--- src/rtl/full_adder_unit.sv ---
// Registered WIDTH-bit ripple-carry full adder with one-cycle latency.
// Optional signed-overflow output enabled by defining FULL_ADDER_OVF_EN.
module full_adder_unit #(
  parameter int WIDTH = 1
) (
  input  logic             clk,
  input  logic             rst,
  input  logic             in_valid,
  input  logic [WIDTH-1:0] a,
  input  logic [WIDTH-1:0] b,
  input  logic             cin,
  output logic             out_valid,
  output logic [WIDTH-1:0] sum,
  output logic             carry
`ifdef FULL_ADDER_OVF_EN
  ,
  output logic             ovf
`endif
);

  logic [WIDTH:0]   c;
  logic [WIDTH-1:0] s;

  assign c[0] = cin;

  // One full-adder cell per bit; the carry ripples LSB to MSB.
  for (genvar i = 0; i < WIDTH; i++) begin : g_cell
    logic p;
    assign p      = a[i] ^ b[i];
    assign s[i]   = p ^ c[i];
    assign c[i+1] = (a[i] & b[i]) | (c[i] & p);
  end

  always_ff @(posedge clk or posedge rst) begin
    if (rst) begin
      out_valid <= 1'b0;
      sum       <= '0;
      carry     <= 1'b0;
    end else begin
      out_valid <= in_valid;
      if (in_valid) begin
        sum   <= s;
        carry <= c[WIDTH];
      end
    end
  end

`ifdef FULL_ADDER_OVF_EN
  // Signed overflow: carry into the MSB differs from carry out of it.
  always_ff @(posedge clk or posedge rst) begin
    if (rst) begin
      ovf <= 1'b0;
    end else if (in_valid) begin
      ovf <= c[WIDTH] ^ c[WIDTH-1];
    end
  end
`endif

endmodule

--- config.mk ---
export PLATFORM = sky130hd
export DESIGN_NAME = full_adder_unit
export DESIGN_NICKNAME = d
export VERILOG_FILES = /design/src/rtl/full_adder_unit.sv
export SDC_FILE = /design/constraint.sdc
export NUM_CORES = 1
export LEC_CHECK = 0
export CORE_AREA = 2 2 39 41
export CTS_CLUSTER_DIAMETER = 200
export DETAILED_ROUTE_END_ITERATION = 8
export DIE_AREA = 0 0 41 43
export GPL_ROUTABILITY_DRIVEN = 0
export HOLD_SLACK_MARGIN = 0.1
export SLEW_MARGIN = 15
export SYNTH_ARGS = -nofsm -noshare
export SYNTH_HDL_FRONTEND = slang
export SYNTH_SLANG_ARGS = --single-unit
--- constraint.sdc ---
create_clock -name clk -period 1.8 [get_ports clk]
set_input_delay 0.36 -clock clk [delete_from_list [all_inputs] [get_ports clk]]
set_output_delay 0.36 -clock clk [all_outputs]
set_load 0.05 [all_outputs]
=== Word-level counts from Yosys, hierarchy flattened ===
Cells that the tools add are included.

* Bitwise operators: 5

{| class="wikitable"
|+ Operators by type and width
! kind !! count
|-
| 1-bit AND || 2
|-
| 1-bit XOR || 2
|-
| 1-bit OR || 1
|}

* Flip-flop bits (word level): 3
* Input port bits: 6
* Logic and storage cells: 8
* Output and inout port bits: 3

=== Depth between registers and ports, before layout ===
* Depth after elaboration: 3
* Depth in mapped cells: 2
* Depth with buffers taken out: 2

=== Least setup slack after synthesis ===
No wires, ideal clock.

* Path type: input to register
* Start: input a
* End: register sum
* Stages: 2
* Data required time: 1.675 ns
* Data arrival time: 1.061 ns
* Library setup time: 0.125 ns
* Path buffers: 0
* Path slack: 0.614 ns
* Cells stage by stage: fa_1 -> mux2_2

* Cells in the longest elaborated chain, start to end: 2

{| class="wikitable"
|+ Ends and longest elaborated chain
! element !! RTL line !! RTL
|-
| from (decl) || 9 || <nowiki>input logic [WIDTH-1:0] a,</nowiki>
|-
| 1-bit XOR || 29 || <nowiki>assign p = a[i] ^ b[i];</nowiki>
|-
| 1-bit XOR || 30 || <nowiki>assign s[i] = p ^ c[i];</nowiki>
|-
| to (signal assigned) || 42 || <nowiki>sum <= s;</nowiki>
|-
| to (decl) || 13 || <nowiki>output logic [WIDTH-1:0] sum,</nowiki>
|}

No other way between the ends.
A chain may end at the register's enable or synchronous reset.

=== Final worst setup path ===
* Start: input a
* End: register sum

* Cells in the longest elaborated chain, start to end: 2

{| class="wikitable"
|+ Ends and longest elaborated chain
! element !! RTL line !! RTL
|-
| 1-bit XOR || 29 ||
|-
| 1-bit XOR || 30 ||
|-
| net s || 22 || <nowiki>logic [WIDTH-1:0] s;</nowiki>
|}

The timed path passes the listed nets, and every way through them passes these cells.

==> metrics.yaml <==
outcome:
  status: "finished, final reports clean"
route:
  drtIter0Drc: 0
  wl_um: 360
  ant_nets: 0
  vias_per_cell: 2.914
  route.vias.total: 102
  drc_errors: 0
  wl_per_cell_um: 10.29
  drt-pass1-iter-count: 1
cts:
  holdBufCountCts: 0
  postCtsSetupBuffers: 0
  cts_resized: 0
  clockBufferDepth: 2
  htreeDepth: 1
  clock_latency_ns: 0.23
  cts_num_sinks: 3
  clockRootBuffer: "clkbuf_4"
  cts.clk_slew.worst_paths_ns: 0.03
  cts_tree: "done"
  cts_made_buffers: 3
floorplan:
  initial_core_util_pct: 8.770
  core_area_mm2: 0.001384
  dieArea_mm2: 0.001763
  floorplan.io_pins: 9
  die_w_um: 41
  die_h_um: 43
  num_rows: 14
sta:
  setup_violations: 0
  slew-limit-headroom_pct: 90.15
  tightest_slew_ns: 0.1490
  slew_violations: 0
  fin_crit_sh_pct: 80.65
  fmaxAchievable_mhz: 688.9
  period_needed_ns: 1.452
  clock_skew_ns: 0
  setup-tns-final_ns: 0
  rsz0062_at_grt: "false"
  hold_viol_final: 0
logic_synthesis:
  yosys.area_share.adder_pct: 16.49
  synth_seq_area_share_pct: 61.86
  synthSimpleGateAreaFrac_pct: 0
  yosysWarnings: 0
  synth_nets: 14
  synth.mux.area_fraction_pct: 18.56
  synth_compound_area_share_pct: 0
  synthXorXnorAreaFrac_pct: 0
  synth_top_family_by_area: "multiplexers"
  synthCells: 7
  synthDistinctLibCells: 4
  netlist_area_um2: 121.4
  ys_seq_elements: 3
  avgSynthCellArea_um2: 17.34
min_path:
  min_path_type: "in -> async"
flow_run:
  max_cap_violations: 0
critical_path:
  crit_required_ns: 1.91
  r2r_cells: 1
  r2r-start: "sum"
  arrival_ns: 1.56
  cp_max_fo: 1
  start_kind: "input pin"
  critPathLaunch: "a"
  worst_setup_path_end_kind: "flop"
  crit_type: "in -> reg"
power_and_ir_drop:
  p_leak_nw: 0.1045
  p_per_area_mw_per_mm2: 1111
  peakVddDrop_mv: 0.1404
placed_design:
  numPortBuffers: 8
grt:
  grt_pass1_wl_um: 538
  first_global_vias: 151
  met3_usage_pct: 5.759
  grt_usage_pct: 5.717
  grt_max_degree: 4
  met2_usage_pct: 7.813
  use_met1_pct: 2.885
  antenna_found_initial: 0
  gr-total-overflow: 0
  busiest_layer: "met4"
final_layout:
  fin_nets: 27
  fillers: 158
  post-route-util_pct: 17.36
  synthToLayoutAreaGrowth_pct: 97.94
  antenna_cells: 0
  drive_gt1_share_pct: 42.11
[final cells by class]
cell class | instances | area [um^2] | share of cell area [%]
Clock buffer | 4 | 26.28 | 10.94
Inverter | 1 | 3.754 | 1.563
Multi-Input combinational cell | 3 | 42.54 | 17.71
Sequential cell | 3 | 75.07 | 31.25
Tap cell | 16 | 20.02 | 8.333
Timing Repair Buffer | 8 | 72.57 | 30.21
[metal layers]
layer  vias to the layer above  routed length, um  share of wire [%]
met5                         -                  0                  0
met4                         0                  0                  0
met3                         0                 73                 20
met2                         9                182                 51
met1                        48                103                 29
li1                         45                  -                  -
[cell usage after synthesis]
library cell / instances / area, um^2
inv_1: 1 / 3.750
fa_1: 1 / 20.02
mux2_2: 2 / 22.52
dfrtp_1: 3 / 75.07
[path summary, 6_finish.rpt]
kind,slack [ns],endpoint
max,0.35,sum
max in group asynchronous,1.37,out_valid
min,0.31,sum
max reg2reg,1.05,sum
min in group clk,0.51,carry
min reg2reg,0.51,carry
[cells in the final DEF (no fill, tap or decap), drive strengths merged]
cell type      synthesis  layout
buf                    0       3
mux2                   2       2
clkdlybuf4s50          0       5
clkbuf                 0       4
inv                    1       1
fa                     1       1
dfrtp                  3       3
[kinds of logic (layout without fill, tap and decap cells)]
kind of cell             Yosys count  in the layout
multiplexers                       2              2
buffers and inverters              1             13
adder cells (fa/ha/maj)            1              1
flip-flops                         3              3
[through the flow]
step	std cells	power [W]	hold slack [ns]	instance area, um^2	worst slack [ns]
after detailed placement	31	0.0001537	0.5080	214.0	0.1026
after global placement	31	0.0001488	0.4928	214.0	0.1540
final	35	0.0002669	0.3080	240.2	0.3484
after global routing	35	0.0002851	0.3118	240.2	0.3333
after CTS	35	0.0002772	0.3021	240.2	0.3475
after floorplan	7	0.0001212	0.1136	121.4	0.6141
[worst max-delay path, stage by stage]
cell and delay, ns:
clkdlybuf4s50_1 0.44, fa_1 0.49, mux2_2 0.28
[sequential cells by signal (all words and copies together), names as in the netlist]
| name | cells |
|---|---|
| carry | 1 |
| out_valid | 1 |
| sum | 1 |
[where the power goes]
group	switching (W)	internal (W)	total, W
Sequential	0.00000399	0.0000763	0.0000803
Clock	0.0000329	0.0000829	0.000116
Combinational	0.0000424	0.0000283	0.0000707
Total	0.0000793	0.000188	0.000267
Note: power is estimated with default switching activity, not from simulation.
